**src/rtl/dff_share_pkg.sv**
```systemverilog
// Shared definitions for the dff_share_arbiter slice.
//   state_t   : arbiter FSM encoding (IDLE / GRANT / ACK)
//   MAX_NREQ  : largest supported requester count
//   ptr_width : width of the round-robin pointer for a given requester count
//   onehot    : index -> one-hot vector (MAX_NREQ bits, callers truncate)
package dff_share_pkg;

  typedef enum logic [1:0] {
    IDLE  = 2'd0,
    GRANT = 2'd1,
    ACK   = 2'd2
  } state_t;

  localparam int MAX_NREQ = 8;

  // clog2 with a floor of 1 so a pointer always has at least one bit.
  function automatic int ptr_width(input int n);
    return (n > 1) ? $clog2(n) : 1;
  endfunction

  function automatic logic [MAX_NREQ-1:0] onehot(input logic [2:0] idx);
    return MAX_NREQ'(1) << idx;
  endfunction

endpackage

```
**src/rtl/rr_pick.sv**
```systemverilog
// Combinational round-robin picker.
//   req    : request vector, one bit per requester
//   ptr    : index that gets highest priority this round
//   valid  : at least one request is present
//   winner : first requesting index at or after ptr, wrapping mod NREQ
// The request vector is rotated so that ptr lands on bit 0, the lowest set
// bit is found, and the rotation is added back to recover the real index.
module rr_pick
  import dff_share_pkg::*;
#(
  parameter int NREQ  = 4,
  parameter int PTR_W = 2
) (
  input  logic [NREQ-1:0]  req,
  input  logic [PTR_W-1:0] ptr,
  output logic             valid,
  output logic [PTR_W-1:0] winner
);

  localparam logic [PTR_W:0] NREQ_EXT = NREQ[PTR_W:0];

  // (a + b) mod NREQ for a, b < NREQ; explicit wrap so non-power-of-2
  // requester counts stay in range.
  function automatic logic [PTR_W-1:0] wrap_add(input logic [PTR_W-1:0] a,
                                                input logic [PTR_W-1:0] b);
    logic [PTR_W:0] s;
    s = {1'b0, a} + {1'b0, b};
    if (s >= NREQ_EXT) s = s - NREQ_EXT;
    return s[PTR_W-1:0];
  endfunction

  logic [NREQ-1:0]  rot;
  logic [PTR_W-1:0] pick;

  genvar gi;
  generate
    for (gi = 0; gi < NREQ; gi++) begin : g_rot
      assign rot[gi] = req[wrap_add(ptr, PTR_W'(gi))];
    end
  endgenerate

  // Lowest set bit of the rotated vector; scanning downward lets the
  // lowest index overwrite the others.
  always_comb begin
    pick = '0;
    for (int j = NREQ - 1; j >= 0; j--) begin
      if (rot[j]) pick = PTR_W'(j);
    end
  end

  assign valid  = |req;
  assign winner = wrap_add(ptr, pick);

endmodule

```
**src/rtl/dff_share_arbiter.sv**
```systemverilog
// Round-robin write arbiter owning one shared WIDTH-bit register.
//   clk   : rising-edge clock
//   rst   : asynchronous active-high reset
//   req   : per-requester write request (level)
//   wdata : packed write data, requester i owns [i*WIDTH +: WIDTH]
//   gnt   : registered one-hot grant, high for the GRANT cycle
//   ack   : registered one-hot write-done pulse, one cycle
//   q     : shared register contents
//   busy  : high whenever the FSM is not IDLE
// One write takes IDLE -> GRANT -> ACK; the winner is latched on entry to
// GRANT and its data is captured on the GRANT -> ACK edge only if it is still
// requesting, otherwise the grant is dropped with no write.
module dff_share_arbiter
  import dff_share_pkg::*;
#(
  parameter int NREQ  = 4,
  parameter int WIDTH = 8
) (
  input  logic                  clk,
  input  logic                  rst,
  input  logic [NREQ-1:0]       req,
  input  logic [NREQ*WIDTH-1:0] wdata,
  output logic [NREQ-1:0]       gnt,
  output logic [NREQ-1:0]       ack,
  output logic [WIDTH-1:0]      q,
  output logic                  busy
);

  localparam int PTR_W = ptr_width(NREQ);
  localparam logic [PTR_W-1:0] LAST_IDX = PTR_W'(NREQ - 1);

  state_t           state_reg, state_next;
  logic [PTR_W-1:0] w_reg, w_next;
  logic [PTR_W-1:0] ptr_reg, ptr_next;
  logic [NREQ-1:0]  gnt_reg, gnt_next;
  logic [NREQ-1:0]  ack_reg, ack_next;
  logic [WIDTH-1:0] q_reg, q_next;

  logic             pick_valid;
  logic [PTR_W-1:0] pick_idx;

  // Unpacked view of the write data, one word per requester.
  logic [WIDTH-1:0] wdata_arr [NREQ];

  genvar gi;
  generate
    for (gi = 0; gi < NREQ; gi++) begin : g_wdata
      assign wdata_arr[gi] = wdata[gi*WIDTH +: WIDTH];
    end
  endgenerate

  rr_pick #(
    .NREQ  (NREQ),
    .PTR_W (PTR_W)
  ) u_pick (
    .req    (req),
    .ptr    (ptr_reg),
    .valid  (pick_valid),
    .winner (pick_idx)
  );

  // State and datapath registers.
  always_ff @(posedge clk or posedge rst) begin
    if (rst) begin
      state_reg <= IDLE;
      w_reg     <= '0;
      ptr_reg   <= '0;
      gnt_reg   <= '0;
      ack_reg   <= '0;
      q_reg     <= '0;
    end else begin
      state_reg <= state_next;
      w_reg     <= w_next;
      ptr_reg   <= ptr_next;
      gnt_reg   <= gnt_next;
      ack_reg   <= ack_next;
      q_reg     <= q_next;
    end
  end

  // Next-state logic.
  always_comb begin
    state_next = IDLE;
    case (state_reg)
      IDLE:    state_next = pick_valid ? GRANT : IDLE;
      GRANT:   state_next = req[w_reg] ? ACK : IDLE;
      ACK:     state_next = IDLE;
      default: state_next = IDLE;
    endcase
  end

  // Datapath / output next values.
  always_comb begin
    w_next   = w_reg;
    ptr_next = ptr_reg;
    gnt_next = '0;
    ack_next = '0;
    q_next   = q_reg;
    case (state_reg)
      IDLE: begin
        if (pick_valid) begin
          w_next   = pick_idx;
          gnt_next = NREQ'(onehot(3'(pick_idx)));
        end
      end
      GRANT: begin
        // A dropped request abandons the slot: no write, pointer untouched.
        if (req[w_reg]) begin
          q_next   = wdata_arr[w_reg];
          ack_next = NREQ'(onehot(3'(w_reg)));
          ptr_next = (w_reg == LAST_IDX) ? '0 : w_reg + 1'b1;
        end
      end
      default: ;
    endcase
  end

  assign gnt  = gnt_reg;
  assign ack  = ack_reg;
  assign q    = q_reg;
  assign busy = (state_reg != IDLE);

endmodule
```
**config.mk**
```make
export PLATFORM = sky130hd
export DESIGN_NAME = dff_share_arbiter
export DESIGN_NICKNAME = d
export VERILOG_FILES = /design/src/rtl/dff_share_pkg.sv /design/src/rtl/rr_pick.sv /design/src/rtl/dff_share_arbiter.sv
export SDC_FILE = /design/constraint.sdc
export NUM_CORES = 1
export LEC_CHECK = 0
export CAP_MARGIN = 20
export CORE_UTILIZATION = 25
export CTS_BUF_LIST = sky130_fd_sc_hd__clkbuf_2
export CTS_CLUSTER_DIAMETER = 150
export DETAILED_ROUTE_END_ITERATION = 8
export SYNTH_ARGS = -nofsm -noshare
export SYNTH_HDL_FRONTEND = slang
export SYNTH_HIERARCHICAL = 1
export SYNTH_SLANG_ARGS = --single-unit
```
**constraint.sdc**
```tcl
create_clock -name clk -period 1.7 [get_ports clk]
set_input_delay 0.425 -clock clk [delete_from_list [all_inputs] [get_ports clk]]
set_output_delay 0.425 -clock clk [all_outputs]
set_load 0.03 [all_outputs]
```
# Yosys cells after proc, flatten, opt, wreduce, memory -nomap -nowiden
# Cells that the tools add are included.
# classes
n_mux	30
reduce_logical	5
n_lt_le_gt_ge	11
add_sub_neg	10
shift	2
bitwise	1
eq_ne	2
# ops
operator	n
$mux W2	11
$bmux W8 S2	1
$mux W4	4
$mux W8	2
$ge A3 B3 Y1 const B	5
$lt A2 B3 Y1 const B	5
$bmux W1 S2	5
$sub A2 B1 Y2 const B	5
$shl A1 B2 Y4 const A	2
$add A2 B2 Y3 const B	2
$mux W1	6
$pmux W2 S2	1
$reduce_and A2 Y1	2
$reduce_or A4 Y1	1
$add A2 B1 Y3 const B	1
$add A2 B2 Y3	1
$ge A2 B3 Y1 const B	1
$not A2 Y3	1
$add A2 B1 Y2 const B	1
$eq A2 B1 Y1 const B	1
$eq A2 B2 Y1 const B	1
$logic_not A2 Y1	1
$reduce_bool A2 Y1	1
# totals
inputBits	38
wordCells	67
out_inout_bits	17
ff_bits	22

# Longest topological paths before layout
# depth
word_depth	15
mapped_depth	9

# Modules after synthesis
# The synthesis kept the hierarchy.
# by_module_without_submodules
mod	area_each_um2	cells_each	n_inst
dff_share_arbiter	1118.6	70	1
rr_pick	181.4	27	1

# Worst setup path before layout
# OpenSTA, ideal clock, no wires.
# synth_timing
path_type	register to register
start	reg ptr_reg[0]
end	reg w_reg[1]
n_path_buf	1
t_required_ns	1.575
slack_ns	-0.107
setup_ns	0.125
stages_incl_launch_ff	9
period_less_slack_ns	1.807
t_arrival_ns	1.683
path_cell_list	dfrtp_1 > buf_6 > o311ai_0 > o21ai_0 > o221ai_1 > ha_1 > xnor2_1 > xnor2_1 > mux2_2
# synth_via
elab_chain_len	12
elab_cells_between_ends	31
cone_classes	add/sub (9); order compare (5); mux (17)
# synth_rtl
item	line_no	rtl
from (decl)	dff_share_arbiter.sv:34	logic [PTR_W-1:0] ptr_reg, ptr_next;
from (signal assigned)	dff_share_arbiter.sv:74	ptr_reg <= ptr_next;
$add A2 B2 Y3	rr_pick.sv:27	s = {1'b0, a} + {1'b0, b};
$ge A3 B3 Y1 / $sub A2 B1 Y2 (equally long branches)	rr_pick.sv:28	if (s >= NREQ_EXT) s = s - NREQ_EXT;
$mux W2	rr_pick.sv:28	
$bmux W1 S2	rr_pick.sv:38	assign rot[gi] = req[wrap_add(ptr, PTR_W'(gi))];
$mux W1 (not written as such)	rr_pick.sv:38	
$mux W2 (4 in series)	rr_pick.sv:47	if (rot[j]) pick = PTR_W'(j);
$add A2 B2 Y3 *	rr_pick.sv:27	
$ge A3 B3 Y1 / $sub A2 B1 Y2 (equally long branches)	rr_pick.sv:28	
$mux W2 *	rr_pick.sv:28	
named net pick_idx[1]	dff_share_arbiter.sv:40	logic [PTR_W-1:0] pick_idx;
to (signal assigned)	dff_share_arbiter.sv:73	w_reg <= w_next;
to (decl)	dff_share_arbiter.sv:33	logic [PTR_W-1:0] w_reg, w_next;
# Mark *: on every way through the listed nets, which the timed path passes. The rest lies on a longest branch. The select of a mux whose other input is x is not followed.
# A chain may end at the register's enable or synchronous reset.

# Worst setup path after layout
# layout_timing
start	reg ptr_reg[0]
end	reg gnt_reg[1], in the netlist gnt[1]
# layout_via
elab_chain_len	15
elab_cells_between_ends	34
cone_classes	add/sub (9); order compare (5); shift (1); mux (19)
# layout_rtl
item	line_no	rtl
$add A2 B2 Y3	rr_pick.sv:27	
$ge A3 B3 Y1 / $sub A2 B1 Y2 (equally long branches)	rr_pick.sv:28	
$mux W2	rr_pick.sv:28	
$bmux W1 S2	rr_pick.sv:38	
$mux W1 (not written as such)	rr_pick.sv:38	
$mux W2 (4 in series)	rr_pick.sv:47	
$add A2 B2 Y3 *	rr_pick.sv:27	
$ge A3 B3 Y1 / $sub A2 B1 Y2 (equally long branches)	rr_pick.sv:28	
$mux W2 *	rr_pick.sv:28	
named net pick_idx[1]	dff_share_arbiter.sv:40	
$shl A1 B2 Y4 *	dff_share_pkg.sv:22	return MAX_NREQ'(1) << idx;
$mux W4 *	dff_share_arbiter.sv:101	if (pick_valid) begin
$mux W4 *	dff_share_arbiter.sv:99	case (state_reg)
named net gnt_next[1]	dff_share_arbiter.sv:35	logic [NREQ-1:0] gnt_reg, gnt_next;
to (signal assigned)	dff_share_arbiter.sv:75	gnt_reg <= gnt_next;
to (decl)	dff_share_arbiter.sv:35	
# Marks and branches as above.

==> impl_metrics.json <==
{
  "period_share_pct": 111,
  "drtIter0Drc": 19,
  "p_leak_nw": 0.953,
  "ys_types": 30,
  "timing.fmax_mhz": 531,
  "antenna_found_initial": 0,
  "ys_seq_elements": 22,
  "fin_skew_ns": 0.0131,
  "ys_top_cells_by_area": "dfrtp_1 42%, mux4_2 12%, mux2_4 6.9%",
  "grt_use_total_pct": 12.5,
  "syn_inst": 97,
  "dp_hpwl_um": 2420,
  "maxSlewViolCount": 0,
  "hold_ws_ns": 0.365,
  "vdd_drop_max_mv": 0.662,
  "arrival_ns": 2.16,
  "tritoncts": "built",
  "die_w_um": 74.1,
  "ys.flop_type": "dfrtp_1",
  "finalInstanceArea_sq_um": 2100,
  "cts_made_buffers": 3,
  "syn_area_per_cell_sq_um": 13.4,
  "port-buffer-count": 54,
  "criticalPathCategory": "register to register",
  "die_y_um": 74.1,
  "drc": 0,
  "synthArstFlopShare_pct": 100,
  "met1_length_um": 1210,
  "powerDensity_nw_per_um2": 1700,
  "cp_data_required_time_ns": 1.98,
  "core-area_sq_um": 4850,
  "synth.most_common_cell": "dfrtp_1",
  "synth_area_leader_cell": "dfrtp_1",
  "diodes": 0,
  "nets": 212,
  "routed-wl-met2_um": 1660,
  "setup_viol": 5,
  "tightest_slew_ns": 0.319,
  "maxCapViolCount": 0,
  "grt_pass1_wl_um": 5150,
  "ys_seq_area_share_pct": 42.3,
  "synth_edf_count": 0,
  "overflow": 0,
  "grt_pass1_vias": 1156,
  "outcome": "finished, violations left",
  "via_count": 1045,
  "wl_per_cell_um": 13.2,
  "crit_slowest_cell": "dfrtp_2",
  "dr.max_layer_used": "met4",
  "rrSetupSlack_ns": -0.18,
  "fin_ws_ns": -0.182,
  "dpl-instance-area_sq_um": 2010,
  "cp_slowest_stage_delay_ns": 0.50,
  "path_cells": "nand3b_1, o311ai_2, o21ai_2, o221ai_2, ha_2, xnor2_2, xnor2_2, buf_4, nor3b_2",
  "post-route-min-period_ns": 1.88,
  "postLayoutCoreUtil_pct": 43.3,
  "crit_fanout": 6,
  "power_mw": 3.57,
  "ys_warn_count": 6,
  "largest_reg_flops": 8,
  "fillers": 464,
  "rows": 25,
  "clock_path_buffers": 2,
  "clk_latency_ns": 0.34,
  "ant_nets": 0,
  "wl_met3_um": 173,
  "min_path_type": "primary input to async pin",
  "crit_top_cell": "xnor2_2",
  "syn_to_final_growth_pct": 61.3,
  "dieArea_sq_um": 5490,
  "vias_per_cell": 4.45,
  "syn_nets": 140,
  "cp-end-kind": "register",
  "critical_path.startpoint_type": "register",
  "cts.sinks": 22,
  "wirelength_um": 3110,
  "gp_congestion": 0.782,
  "htree_levels": 1,
  "clkTransAtPathRegs_ns": 0.22,
  "synth_top_cell_area_share_pct": 42.3,
  "initial_utilization_pct": 26.8,
  "rsz0062_at_grt": "yes",
  "netlist_top_cells_count": "22 x dfrtp_1, 7 x mux2_2, 7 x mux4_2",
  "cts_root_buffer": "clkbuf_2",
  "violations": "negative setup slack",
  "drive_gt1_share_pct": 36.3,
  "grt_max_degree": 23,
  "synthesis.area_sq_um": 1300,
  "maxSlewHeadroom_pct": 78.1,
  "report.final.hold_viol_count": 0,
  "io_pins": 55,
  "drt-pass1-iter-count": 4
}
==> cell type report <==
class / instances / area (sq um) / area share, %
Multi-Input combinational cell: 65 / 739 / 35.3
Timing Repair Buffer: 71 / 654 / 31.2
Sequential cell: 22 / 552 / 26.3
Tap cell: 67 / 83.8 / 4.00
Clock inverter: 1 / 30.0 / 1.43
Inverter: 6 / 22.5 / 1.07
Clock buffer: 3 / 15.0 / 0.716
==> report_power, final <==
group          switching (mW)  internal (mW)
clock                   0.170          0.203
sequential              0.147          0.742
combinational            1.08           1.23
total                    1.40           2.18
==> layer usage <==
metal	vias up	GRT usage (%)
met3	7	1.36
met5	-	0
met4	0	5.77
met2	51	23.8
li1	496	-
met1	491	13.7
==> timing repair <==
action	4_1_cts	5_1_grt
pin swaps	5	2
resized for setup	32	4
hold buffers	0	0
buffers inserted	0	2
setup endpoints to repair	29	7
==> critical path: cells and delay by family, from the launching register on <==
family / cells / cell delay (ns)
adders and majority gates: 1 / 0.20
AOI/OAI and AO/OA: 3 / 0.37
DFF: 1 / 0.50
and+or+nand+nor: 2 / 0.29
buffers and inverters: 1 / 0.15
xor gates and xnor gates: 2 / 0.32
==> final timing paths <==
| kind | start | endpoint | cells past startpoint |
|---|---|---|---|
| worst max-delay path | ptr_reg[0]$_DFFE_PP0P_ | gnt[1]$_DFF_PP0_ | 9 |
| worst min-delay path | rst | ack[0]$_DFF_PP0_ | 3 |
| worst max register to register | ptr_reg[0]$_DFFE_PP0P_ | gnt[1]$_DFF_PP0_ | 9 |
| worst min register to register | q[1]$_DFFE_PP0P_ | q[1]$_DFFE_PP0P_ | 1 |
| max in group asynchronous | rst | ptr_reg[0]$_DFFE_PP0P_ | 3 |
| min in group clk | q[1]$_DFFE_PP0P_ | q[1]$_DFFE_PP0P_ | 1 |
==> cells in the final DEF (no fill, tap or decap), drive strengths merged <==
cell / Yosys / routed
and2: 4 / 4
clkdlybuf4s50: 0 / 33
ha: 5 / 5
nor2b: 1 / 1
nor3b: 2 / 2
mux2i: 2 / 2
or2: 1 / 1
nand3b: 2 / 2
and3: 1 / 1
nor2: 5 / 5
buf: 3 / 18
inv: 6 / 6
mux2: 13 / 13
o311ai: 1 / 1
mux4: 8 / 8
dfrtp: 22 / 22
o22ai: 3 / 3
dlygate4sd2: 0 / 20
or3b: 1 / 1
or2b: 2 / 2
xnor2: 2 / 2
bufinv: 0 / 1
clkbuf: 1 / 3
nand2: 5 / 5
o21ai: 2 / 2
a31oi: 1 / 1
nor3: 2 / 2
o221ai: 1 / 1
a32oi: 1 / 1
==> kinds of logic (layout without fill, tap and decap cells) <==
| kind of cell | count (synthesis) | in the layout | share of synthesized area, % |
|---|---|---|---|
| AND/OR/NAND/NOR | 26 | 26 | 11.7 |
| multiplexers | 23 | 23 | 28.7 |
| flip-flops | 22 | 22 | 42.3 |
| buffers and inverters | 10 | 81 | 5.29 |
| AO/OA/AOI/OAI | 9 | 9 | 5.78 |
| adder cells (fa/ha/maj) | 5 | 5 | 4.81 |
| XOR/XNOR | 2 | 2 | 1.35 |
==> stage by stage <==
step / instances / worst slack [ns] / TNS (ns)
floorplan: 97 / -0.0395 / -0.0727
global placement: 229 / -0.596 / -8.04
detailed placement: 229 / -0.766 / -9.82
CTS: 233 / -0.166 / -0.568
global route: 235 / -0.277 / -1.21
finish: 235 / -0.182 / -0.682
Power figures use the tool's default switching activity.
